<file path="src/rtl/bcd_serial_add_ctrl.sv">
// Digit-serial packed-BCD adder controller: one decimal digit per cycle, LSD first.
// Optional macro BCD_DIGIT_CHECK_EN adds a sticky Invalid flag for non-BCD input digits.
module bcd_serial_add_ctrl #(
  parameter int DIGITS = 4
) (
  input  logic                  clk_i,
  input  logic                  rst_i,
  input  logic                  start_i,
  input  logic [4*DIGITS-1:0]   augend_i,
  input  logic [4*DIGITS-1:0]   addend_i,
  input  logic                  carry_in_i,
  output logic                  busy_o,
  output logic                  done_o,
  output logic [4*DIGITS-1:0]   sum_o,
  output logic                  carry_out_o
`ifdef BCD_DIGIT_CHECK_EN
  ,
  output logic                  invalid_o
`endif
);

  localparam int W  = 4 * DIGITS;
  localparam int CW = (DIGITS < 2) ? 1 : $clog2(DIGITS + 1);

  typedef enum logic [1:0] {
    S_IDLE,
    S_ADD,
    S_DONE
  } state_t;

  state_t          state_q;
  logic [W-1:0]    a_q, b_q, sum_q;
  logic [CW-1:0]   cnt_q;
  logic            carry_q, busy_q, done_q, cout_q;

  logic [4:0]      z_d;
  logic            c_d;
  logic [3:0]      dig_d;
  logic            last_d;

  // NOTE: every always_comb output gets a default first, so no path can infer a latch.
  always_comb begin
    z_d    = {1'b0, a_q[3:0]} + {1'b0, b_q[3:0]} + {4'b0, carry_q};
    c_d    = z_d[4] | (z_d[3] & z_d[2]) | (z_d[3] & z_d[1]);
    dig_d  = z_d[3:0];
    if (c_d) dig_d = z_d[3:0] + 4'd6;
    last_d = (cnt_q == CW'(DIGITS - 1));
  end

  // NOTE: sequential state uses non-blocking assignments only; all registers,
  // including the operand shift registers, are cleared by the asynchronous reset.
  always_ff @(posedge clk_i or posedge rst_i) begin
    if (rst_i) begin
      state_q <= S_IDLE;
      a_q     <= '0;
      b_q     <= '0;
      sum_q   <= '0;
      cnt_q   <= '0;
      carry_q <= 1'b0;
      busy_q  <= 1'b0;
      done_q  <= 1'b0;
      cout_q  <= 1'b0;
    end else begin
      case (state_q)
        S_IDLE: begin
          done_q <= 1'b0;
          if (start_i) begin
            state_q <= S_ADD;
            a_q     <= augend_i;
            b_q     <= addend_i;
            carry_q <= carry_in_i;
            cnt_q   <= '0;
            sum_q   <= '0;
            cout_q  <= 1'b0;
            busy_q  <= 1'b1;
          end
        end
        S_ADD: begin
          // Result digits enter at the MSD end so digit 0 lands in [3:0] after DIGITS shifts.
          sum_q   <= (sum_q >> 4) | (W'(dig_d) << (W - 4));
          a_q     <= a_q >> 4;
          b_q     <= b_q >> 4;
          carry_q <= c_d;
          cnt_q   <= cnt_q + 1'b1;
          if (last_d) begin
            state_q <= S_DONE;
            cout_q  <= c_d;
            done_q  <= 1'b1;
          end
        end
        S_DONE: begin
          state_q <= S_IDLE;
          done_q  <= 1'b0;
          busy_q  <= 1'b0;
        end
        default: begin
          state_q <= S_IDLE;
          done_q  <= 1'b0;
          busy_q  <= 1'b0;
        end
      endcase
    end
  end

  assign busy_o      = busy_q;
  assign done_o      = done_q;
  assign sum_o       = sum_q;
  assign carry_out_o = cout_q;

`ifdef BCD_DIGIT_CHECK_EN
  logic invalid_q;

  always_ff @(posedge clk_i or posedge rst_i) begin
    if (rst_i) begin
      invalid_q <= 1'b0;
    end else if (state_q == S_IDLE && start_i) begin
      invalid_q <= 1'b0;
    end else if (state_q == S_ADD && (a_q[3:0] > 4'd9 || b_q[3:0] > 4'd9)) begin
      invalid_q <= 1'b1;
    end
  end

  assign invalid_o = invalid_q;
`endif

endmodule

</file>
<file path="config.mk">
export PLATFORM = sky130hd
export DESIGN_NAME = bcd_serial_add_ctrl
export DESIGN_NICKNAME = d
export VERILOG_FILES = /design/src/rtl/bcd_serial_add_ctrl.sv
export SDC_FILE = /design/constraint.sdc
export NUM_CORES = 1
export LEC_CHECK = 0
export BUFFER_PORTS_ARGS = -buffer_cell sky130_fd_sc_hd__clkbuf_2
export CAP_MARGIN = 20
export CORE_MARGIN = 10
export CORE_UTILIZATION = 25
export CTS_CLUSTER_DIAMETER = 30
export CTS_CLUSTER_SIZE = 8
export DETAILED_ROUTE_END_ITERATION = 8
export GPL_TIMING_DRIVEN = 0
export PLACE_DENSITY = 0.44
export SETUP_SLACK_MARGIN = 0.15
export SLEW_MARGIN = 20
export SYNTH_ARGS = -nofsm -noshare
export SYNTH_HDL_FRONTEND = slang
export SYNTH_SLANG_ARGS = --single-unit
</file>
<file path="constraint.sdc">
create_clock -name clk_i -period 7.1 [get_ports clk_i]
set_input_delay 0.71 -clock clk_i [delete_from_list [all_inputs] [get_ports clk_i]]
set_output_delay 0.71 -clock clk_i [all_outputs]
set_load 0.01 [all_outputs]
</file>
==> results.md, run 1 <==
* Cells after DPL at 417
* CTS-repair resized insts at 0
* Dpl ws at 4.64 ns
* Run status: finished, final reports clean
* Average wire per standard cell at 15.7 um
* Clock network power share at 0.180
* Post-synth EDFFs at 0
* Layout cells sized above 1 at 0.287
* Top_reg_cell synth: dfrtp_1
* Worst path cell trace: fa_1, inv_1, fa_1, ha_1, or4_1, nand4_1
* Netlist cell types at 34
* Post-Syn Area at 0.00259 mm^2
* Die Y-Extent at 122 um
* Largest family of logic cells by synthesized area: compound AO/OA/AOI/OAI gates
* Worst hold slack at 0.294 ns
* Fin crit share at 0.346
* GRT Total Usage at 0.0975
* Initial Util at 0.254
* Startpoint Class: register
* Worst-path fanout max at 5
* Congestion Overflow GR at 0
* Pwr Total at 1.70 mW
* Vias per cell at 4.37
* Internal Pwr Total at 1.02 mW
* Synth Area in XOR/XNOR at 0.00338
* Crit path required time at 7.36 ns
* Remaining antenna violation count at 0
* Initial antenna violation count at 0
* Non-filler instance count after layout at 432
* Synth top cells by count: dfrtp_1 (57), nand2_1 (29), a22o_1 (24), mux2i_1 (24), o21ai_1 (23)
* Vias at 1889
* Clock slew at reported path FFs at 0.07 ns
* Max-Cap Viols at 0
* Worst VDD drop at 0.129 mV
* Synth Area in Compound Gates at 0.190
* Post-synthesis mux area share at 0.0926
* Total power per unit cell area at 523 mW/mm^2
* Num Clock Sinks at 57
* Yosys top cell area share at 0.550
* WS Path Type: reg -> reg
* Top-count cell post-synth: dfrtp_1
* CTS root buffer: clkbuf_8
* Port Buffers at 54
* Sw frac at 0.400
* Max Root-Sink Buffers at 2
* Vias in the first global route at 2110
* Core area at 0.0102 mm^2
* Total wire length at 6790 um
* Sequential power share at 0.330
* Die ar. at 0.0149 mm^2
* # IOs at 55
* Chip Width at 122 um
* P_leak at 1.59 nW
* Net switching power at 0.682 mW
* Total Neg Setup Slack at 0 ns
* Synth top area cells: dfrtp_1 (55%), mux2i_1 (9.3%), a22o_1 (8.1%)
* Hold Vio Cnt, Final at 0
* Final Util at 0.319
* FP Rows at 37
* Synth Area in Adders at 0.0444
* CTS tree: done
* Area leader, netlist: dfrtp_1
* Worst Tran Pin Value at 0.838 ns
* Worst skew pair latency at 0.33 ns
* Ys async rst share at 1.00
* Post-synthesis sequential area ratio at 0.550
* CTS H-tree depth at 3
* DR pass1 iterations at 5
* Tmin final at 2.46 ns
* Syn avg cell area at 11.5 um^2
* Post-CTS Repair Setup Buffers at 0
* Ys Warns at 0
* Placer congestion estimate at 0.715
* RSZ-0062 raised after global routing: no
* Worst min path class: in -> async
* Final nets at 336
* Setup ws final at 4.64 ns
* Area grow syn2layout at 25.7%
* DRC viols at 0
* #FFs+latches synth at 57
* Most frequent CP cell: fa_1
* Max Slew Vio Count at 0
* Comb pwr share at 0.490
* Gate Count Post-Synth at 226
* Setup violators final at 0
* Simple-Gate Fraction of Synth Area at 0.0815
* Max-Slew Margin vs Limit at 0.439
* Syn_nets at 270
* CP arrival at 2.72 ns
* Post-CTS Hold Fix Bufs at 0
* Max stage delay on crit path at 0.52 ns
* Largest net degree at the start of global routing at 45
* Clock Skews at 0.00720 ns
* Initial DRC count at 80
* Total CTS buffers at 9
* Placed cell areas at 0.00307 mm^2
* Crit path max-delay cell type: or4_1
* Ant diodes at 0
* First-pass GRT wire length at 11400 um
* Fmax achieved at 407 MHz
* CP Capture Type: register
* Design Area, Final at 0.00326 mm^2
* HPWL after detailed placement at 5020 um
-- critical path: cells and delay by family (launching register included) --
kind	cells	cell delay [ns]
fa+ha+maj	3	1.28
simple gates	2	0.62
flops	1	0.40
buf+inv	1	0.09
-- registers in the layout, summed over array words and instances (netlist names) --
name	flops
a_q	16
b_q	16
busy_o	1
carry_out_o	1
carry_q	1
cnt_q	3
done_o	1
state_q	2
sum_o	16
-- power by group through the flow --
| stage | clock, mW | combinational [mW] | sequential (mW) |
|---|---|---|---|
| 3_3_place_gp | 0 | 0.845 | 0.570 |
| 4_1_cts | 0.316 | 0.859 | 0.566 |
| 2_1_floorplan | 0 | 0.608 | 0.568 |
| 3_5_place_dp | 0 | 0.852 | 0.573 |
| 5_1_grt | 0.329 | 0.958 | 0.586 |
| 6_report | 0.307 | 0.835 | 0.563 |
-- cell usage in the layout, fill, tap and decap left out, types with 2 or more instances in the layout --
| cell type | instances |
|---|---|
| dfrtp_1 | 57 |
| clkbuf_2 | 54 |
| nand2_1 | 29 |
| mux2i_1 | 24 |
| a22o_1 | 24 |
| o21ai_1 | 23 |
| clkbuf_8 | 11 |
| nor2_1 | 9 |
| inv_1 | 6 |
| o21ai_0 | 6 |
| ha_1 | 6 |
| buf_2 | 5 |
| clkbuf_1 | 5 |
| buf_4 | 3 |
| a21o_1 | 3 |
| o211ai_1 | 3 |
| nand2b_1 | 2 |
| or3_1 | 2 |
| fa_1 | 2 |
| clkinv_2 | 2 |
-- cell type report --
| type | count | area (um^2) |
|---|---|---|
| Clock buffer | 12 | 155 |
| Inverter | 7 | 28.8 |
| Timing Repair Buffer | 55 | 298 |
| Buffer | 13 | 73.8 |
| Fill cell | 1061 | 6970 |
| Tap cell | 136 | 170 |
| Multi-Input combinational cell | 149 | 1070 |
| Sequential cell | 57 | 1430 |
| Clock inverter | 3 | 40.0 |
-- cell families after synthesis --
kind of cell	after synthesis
AO/OA/AOI/OAI	68
flip-flops	57
AND/OR/NAND/NOR	48
multiplexers	24
buffers and inverters	20
adder cells (fa/ha/maj)	8
XOR/XNOR	1
-- routing by layer --
metal,part of all wire,GRT usage
met1,0.49,0.128
met2,0.41,0.140
met3,0.088,0.0463
met4,0.0065,0.0268
met5,0,0
-- path summary, 6_finish.rpt --
check,startpoint,end,slack (ns),cells after the start
setup / recovery,a_q[0]$_DFFE_PP0P_,sum_o[14]$_DFFE_PP0P_,4.64,6
hold / removal,rst_i,a_q[1]$_DFFE_PP0P_,0.29,2
setup reg to reg,a_q[0]$_DFFE_PP0P_,sum_o[14]$_DFFE_PP0P_,4.64,6
hold reg to reg,a_q[9]$_DFFE_PP0P_,a_q[9]$_DFFE_PP0P_,0.49,2
max in group asynchronous,rst_i,a_q[6]$_DFFE_PP0P_,6.32,3
min in group clk_i,a_q[9]$_DFFE_PP0P_,a_q[9]$_DFFE_PP0P_,0.49,2
Power figures use the tool's default switching activity.
==> inputs of run 2 (changes only) <==
Settings changed: ABC_AREA set to 1, PLACE_DENSITY 0.44 to 0.45.
Clock period 7.1 ns to 2.2 ns, I/O delays scaled along.
==> results.md, run 2 <==
* Setup violators final at 0 (unchanged)
* Max Root-Sink Buffers at 2 (unchanged)
* DR pass1 iterations at 4 (was 5)
* Worst-path fanout max at 3 (was 5)
* CP Capture Type: register (unchanged)
* Fin crit share at 0.888 (was 0.346)
* Initial Util at 0.254 (about the same)
* Total power per unit cell area at 1780 mW/mm^2 (was 523 mW/mm^2)
* Max Slew Vio Count at 0 (unchanged)
* Die ar. at 0.0149 mm^2 (about the same)
* Ys async rst share at 1.00 (unchanged)
* # fillers at 1099 (was 1061)
* Ys Warns at 0 (unchanged)
* Fmax achieved at 512 MHz (was 407 MHz)
* Congestion Overflow GR at 0 (unchanged)
* Area leader, netlist: dfrtp_1 (unchanged)
* Max-Slew Margin vs Limit at 0.778 (was 0.439)
* Vias per cell at 4.28 (was 4.37)
* #FFs+latches synth at 57 (unchanged)
* Commonest non-fill, non-tap cell in the layout: dfrtp_1 (unchanged)
* Initial antenna violation count at 0 (unchanged)
* Synth top area cells: dfrtp_1 (55%), nand2_1 (8.1%), a21oi_1 (5.0%) (was dfrtp_1 (55%), mux2i_1 (9.3%), a22o_1 (8.1%))
* Worst Tran Pin Value at 0.332 ns (was 0.838 ns)
* Syn avg cell area at 9.13 um^2 (was 11.5 um^2)
* CP arrival at 2.18 ns (was 2.72 ns)
* Final nets at 398 (was 336)
* Port Buffers at 54 (unchanged)
* Vias in the first global route at 2342 (was 2110)
* Gate Count Post-Synth at 285 (was 226)
* Ant diodes at 0 (unchanged)
* GRT Total Usage at 0.103 (was 0.0975)
* Worst VDD drop at 0.444 mV (was 0.129 mV)
* P_leak at 1.64 nW (was 1.59 nW)
* Area of the multi-input gates at 993 um^2 (was 0.00107 mm^2)
* Worst min path class: in -> reg (was in -> async)
* FP Rows at 37 (unchanged)
* Core area at 0.0102 mm^2 (unchanged)
* CTS root buffer: clkbuf_8 (unchanged)
* Remaining antenna violation count at 0 (unchanged)
* Synth top cells by count: dfrtp_1 (57), nand2_1 (56), nor2_1 (27), a21oi_1 (26), inv_1 (24) (was dfrtp_1 (57), nand2_1 (29), a22o_1 (24), mux2i_1 (24), o21ai_1 (23))
* Post-synth EDFFs at 0 (unchanged)
* Yosys top cell area share at 0.548 (was 0.550)
* Crit path required time at 2.42 ns (was 7.36 ns)
* # IOs at 55 (unchanged)
* Total CTS buffers at 9 (unchanged)
* HPWL after detailed placement at 5280 um (was 5020 um)
* Chip Width at 122 um (about the same)
* Post-Syn Area at 0.00260 mm^2 (was 0.00259 mm^2)
* Die Y-Extent at 122 um (about the same)
* Max-Cap Viols at 0 (unchanged)
* Post-synthesis sequential area ratio at 0.548 (was 0.550)
* Worst hold slack at 0.112 ns (was 0.294 ns)
* Hold Vio Cnt, Final at 0 (unchanged)
* RSZ-0062 raised after global routing: no (unchanged)
* FF+latch area at 0.00143 mm^2 (unchanged)
* CTS H-tree depth at 3 (unchanged)
* Tmin final at 1.95 ns (was 2.46 ns)
* Initial DRC count at 84 (was 80)
* Area grow syn2layout at 25.7% (about the same)
* Placer congestion estimate at 0.765 (was 0.715)
* Top_reg_cell synth: dfrtp_1 (unchanged)
* Total wire length at 7060 um (was 6790 um)
* Worst skew pair latency at 0.33 ns (about the same)
* First-pass GRT wire length at 12000 um (was 11400 um)
* Most frequent cells in the layout: dfrtp_1 (57), nand2_1 (55), clkbuf_2 (54), nor2_1 (27), a21oi_1 (26) (was dfrtp_1 (57), clkbuf_2 (54), nand2_1 (29), mux2i_1 (24), a22o_1 (24))
* Layout cells sized above 1 at 0.284 (was 0.287)
* Num Clock Sinks at 57 (unchanged)
* Pwr Total at 5.81 mW (was 1.70 mW)
* Syn_nets at 329 (was 270)
* Netlist cell types at 21 (was 34)
* Startpoint Class: register (unchanged)
* WS Path Type: reg -> reg (unchanged)
* DRC viols at 0 (unchanged)
* Average wire per standard cell at 14.3 um (was 15.7 um)
* Clock Skews at 0.00646 ns (was 0.00720 ns)
* Largest net degree at the start of global routing at 35 (was 45)
* Clock slew at reported path FFs at 0.07 ns (about the same)
* CTS tree: done (unchanged)
* Run status: finished, final reports clean (unchanged)
* Top-count cell post-synth: dfrtp_1 (unchanged)
* Vias at 2120 (was 1889)
==> run 2: cell types whose count changed after synthesis, sizes merged, moves of 4 or more <==
cell / delta
inv: +20
a21oi: +25
buf: +6
nand2: +30
nor2: +20
nand3: +11
a22o: -15
clkbuf: -4
o21ai: +5
o22ai: +8
mux2i: -24
==> run 2: metal layers <==
metal | vias to the layer above | routed length [um] | global-route usage
li1 | 1078 | - | -
met1 | 1003 | 3350 | 0.130
met2 | 32 | 3280 | 0.162
met3 | 7 | 319 | 0.0315
met4 | 0 | 101 | 0.0380
met5 | - | 0 | 0
==> run 2: final cells by class <==
cell class,count,area share
buffer,15,0.0268
timing repair buffer,58,0.0964
multi-input combinational,186,0.304
inverter,27,0.0318
sequential,57,0.436
clock inverter,3,0.00459
clock buffer,13,0.0486
tap,136,0.0520
==> run 2: worst paths after layout <==
path	startpoint	end	slack [ns]	depth (start not counted)
min in group asynchronous	rst_i	state_q[0]$_DFFE_PP0P_	0.41	3
worst max register to register	a_q[0]$_DFFE_PP0P_	sum_o[14]$_DFFE_PP0P_	0.25	9
worst min register to register	state_q[1]$_DFFE_PP0P_	state_q[0]$_DFFE_PP0P_	0.48	1
max in group asynchronous	rst_i	b_q[2]$_DFFE_PP0P_	1.31	4
worst max-delay path	a_q[0]$_DFFE_PP0P_	sum_o[14]$_DFFE_PP0P_	0.25	9
worst min-delay path	addend_i[14]	b_q[14]$_DFFE_PP0P_	0.11	2
==> run 2: worst max-delay path, stage by stage (launching register included) <==
cell	delay [ns]
dfrtp_1	0.42
fa_2	0.41
inv_1	0.08
fa_2	0.46
nand2_2	0.10
nand3_2	0.10
nand2_2	0.10
nand2_1	0.06
nand3_1	0.07
nand2_1	0.05
==> run 2: cells by family after synthesis <==
family,Yosys count,synth area share
DFF,57,0.548
buffers and inverters,42,0.0726
and+or+nand+nor,100,0.161
adders and majority gates,8,0.0443
AOI/OAI and AO/OA,78,0.174
==> run 2: timing repair <==
| item | CTS | global route |
|---|---|---|
| pin swaps | 1 | 1 |
| buffers inserted | 1 | 1 |
| hold endpoints to repair | 23 | 0 |
| hold buffers | 1 | 0 |
| endpoints found under the setup margin | 2 | 5 |
| gates resized for setup | 1 | 2 |
==> run 2: per-stage QoR <==
stage	TNS (ns)	setup WS (ns)	instances	utilization	cell area [um^2]
after floorplan	0	0.321	285	-	2600
after global placement	-15.68	-0.277	475	0.297	3040
after detailed placement	0	0.148	476	0.299	3060
after CTS	0	0.208	494	0.318	3260
after global routing	0	0.155	495	0.320	3270
final	0	0.246	495	0.320	3270
==> run 2: report_power, final <==
part / leakage [nW] / switching (mW) / total (mW) / internal (mW)
clock network: 0.0932 / 0.403 / 0.868 / 0.465
registers: 0.702 / 0.288 / 1.85 / 1.57
logic: 0.841 / 1.87 / 3.09 / 1.21
total: 1.64 / 2.56 / 5.81 / 3.25
==> inputs of run 3 (changes only) <==
Settings changed: PLACE_DENSITY 0.45 to 0.44.
Clock period 2.2 ns to 1.8 ns, I/O delays scaled along.
==> results.md, run 3 (synthesis gave the netlist of run 2 again) <==
* Placer congestion estimate at 0.734 (was 0.765)
* Failing checks: negative setup slack
* Layout cells sized above 1 at 0.314 (was 0.284)
* Ant diodes at 0 (unchanged)
* Congestion Overflow GR at 0 (unchanged)
* R2r startpoint: carry_q$_DFFE_PP0P_ (was a_q[0]$_DFFE_PP0P_)
* Average wire per standard cell at 14.6 um (was 14.3 um)
* CP Capture Type: register (unchanged)
* Reg-to-Reg End: carry_out_o$_DFFE_PP0P_ (was sum_o[14]$_DFFE_PP0P_)
* Initial Util at 0.254 (unchanged)
* Max-Slew Margin vs Limit at 0.772 (was 0.778)
* Final nets at 399 (was 398)
* Die Y-Extent at 122 um (unchanged)
* Initial DRC count at 95 (was 84)
* Startpoint Class: register (unchanged)
* HPWL after detailed placement at 5320 um (was 5280 um)
* DR pass1 iterations at 4 (unchanged)
* Cells after DPL at 476 (unchanged)
* Fin crit share at 1.10 (was 0.888)
* WS Path Type: reg -> reg (unchanged)
* Crit path from: carry_q$_DFFE_PP0P_ (was a_q[0]$_DFFE_PP0P_)
* Setup violators final at 5 (was 0)
* Setup ws final at -0.174 ns (was 0.246 ns)
* Design Area, Final at 0.00335 mm^2 (was 0.00327 mm^2)
* Worst Tran Pin Value at 0.343 ns (was 0.332 ns)
* Clock slew at reported path FFs at 0.07 ns (about the same)
* Area grow syn2layout at 28.8% (was 25.7%)
* FF-to-FF setup slack at -0.17 ns (was 0.25 ns)
* Max Slew Vio Count at 0 (unchanged)
* Final Util at 0.327 (was 0.320)
* Crit path required time at 2.06 ns (was 2.42 ns)
* Vias per cell at 4.40 (was 4.28)
* R2R cell count at 8 (was 9)
* Worst hold slack at 0.0553 ns (was 0.112 ns)
* Clock Skews at 0.0121 ns (was 0.00646 ns)
* Placed cell areas at 0.00308 mm^2 (was 0.00306 mm^2)
* Comb pwr share at 0.549 (was 0.531)
* Vias in the first global route at 2329 (was 2342)
* Port Buffers at 54 (unchanged)
* Vias at 2182 (was 2120)
* Remaining antenna violation count at 0 (unchanged)
* RSZ-0062 raised after global routing: yes (was no)
* Worst skew pair latency at 0.34 ns (was 0.33 ns)
* Most frequent cells in the layout: dfrtp_1 (57), clkbuf_2 (54), nand2_1 (53), nor2_1 (27), a21oi_1 (26) (was dfrtp_1 (57), nand2_1 (55), clkbuf_2 (54), nor2_1 (27), a21oi_1 (26))
* Hold Vio Cnt, Final at 0 (unchanged)
* Core area at 0.0102 mm^2 (unchanged)
* Total wire length at 7230 um (was 7060 um)
* Chip Width at 122 um (unchanged)
* Initial antenna violation count at 0 (unchanged)
* FP Rows at 37 (unchanged)
* Worst min path class: in -> reg (unchanged)
* First-pass GRT wire length at 11900 um (was 12000 um)
* Max Root-Sink Buffers at 2 (unchanged)
* Sequential power share at 0.295 (was 0.319)
* CTS tree: done (unchanged)
* Non-filler instance count after layout at 496 (was 495)
* Clock network power share at 0.157 (was 0.149)
* P_leak at 1.66 nW (was 1.64 nW)
* DRC viols at 0 (unchanged)
* # IOs at 55 (unchanged)
* Dpl ws at -0.159 ns (was 0.148 ns)
* Total power per unit cell area at 2290 mW/mm^2 (was 1780 mW/mm^2)
* Net switching power at 3.40 mW (was 2.56 mW)
* Commonest non-fill, non-tap cell in the layout: dfrtp_1 (unchanged)
* Sw frac at 0.443 (was 0.441)
* Total CTS buffers at 9 (unchanged)
* Largest net degree at the start of global routing at 34 (was 35)
* Worst setup path end: carry_out_o$_DFFE_PP0P_ (was sum_o[14]$_DFFE_PP0P_)
* CP arrival at 2.24 ns (was 2.18 ns)
* Worst-path fanout max at 3 (unchanged)
* Worst VDD drop at 0.650 mV (was 0.444 mV)
* CTS root buffer: clkbuf_8 (unchanged)
* Total Neg Setup Slack at -0.708 ns (was 0 ns)
* Die ar. at 0.0149 mm^2 (unchanged)
* Fmax achieved at 507 MHz (was 512 MHz)
* Pwr Total at 7.67 mW (was 5.81 mW)
* Run status: finished, violations left (was finished, final reports clean)
* GRT Total Usage at 0.103 (about the same)
* Max-Cap Viols at 0 (unchanged)
* Num Clock Sinks at 57 (unchanged)
* Tmin final at 1.97 ns (was 1.95 ns)
* Internal Pwr Total at 4.27 mW (was 3.25 mW)
* CTS H-tree depth at 3 (unchanged)
==> run 3: changes by cell type in the layout (fill, tap and decap cells not counted), moves of 2 or more <==
cell	before	now
inv_2	3	5
nand3_2	1	3
inv_1	23	21
nand3_1	11	8
nand2_1	55	53
clkinvlp_4	0	2
==> run 3: critical path, cell delays in order, from the launching register on <==
cell,delay (ns)
dfrtp_1,0.41
fa_2,0.42
inv_2,0.07
fa_2,0.47
nand2_2,0.13
nand3_4,0.10
nand2_4,0.11
nand2_2,0.08
o21ai_2,0.11
==> run 3: final cells by class <==
type	count	area [um^2]
well taps	136	170
fillers	1094	6880
flip-flops and latches	57	1430
clock buffers	11	141
clock inverters	5	55.1
multi-input cells	186	1040
repair buffers	59	323
plain buffers	15	87.6
inverters	27	104
==> run 3: how the worst min path moves through the flow <==
stage | start | cells past startpoint | end | slack, ns
2_1_floorplan | carry_in_i | 2 | carry_q$_DFFE_PP0P_ | 0.31
3_3_place_gp | addend_i[14] | 2 | b_q[14]$_DFFE_PP0P_ | 0.40
3_5_place_dp | rst_i | 2 | done_o$_DFFE_PP0P_ | 0.18
4_1_cts | addend_i[15] | 2 | b_q[15]$_DFFE_PP0P_ | 0.04
5_1_grt | augend_i[12] | 2 | a_q[12]$_DFFE_PP0P_ | 0.05
6_report | addend_i[15] | 2 | b_q[15]$_DFFE_PP0P_ | 0.06
==> run 3: what timing repair did <==
action / CTS / global route
setup endpoints to repair: 5 / 5
hold buffers: 1 / 0
endpoints found under the hold margin: 24 / 0
setup buffers: 2 / 1
resized for setup: 2 / 7
pin swaps: 4 / 6
==> run 3: power by group through the flow <==
stage / Combinational [mW] / Sequential [mW] / Clock [mW]
after global routing: 4.84 / 2.34 / 1.31
final: 4.21 / 2.26 / 1.20
after floorplan: 2.77 / 2.29 / 0
after detailed placement: 3.90 / 2.29 / 0
after CTS: 4.00 / 2.27 / 1.24
after global placement: 3.82 / 2.28 / 0
==> run 3: metal layers <==
layer	wire (um)	GRT usage	vias up
li1	-	-	1088
met4	144	0.0522	0
met3	302	0.0310	12
met5	0	0	-
met2	3510	0.168	32
met1	3270	0.119	1050
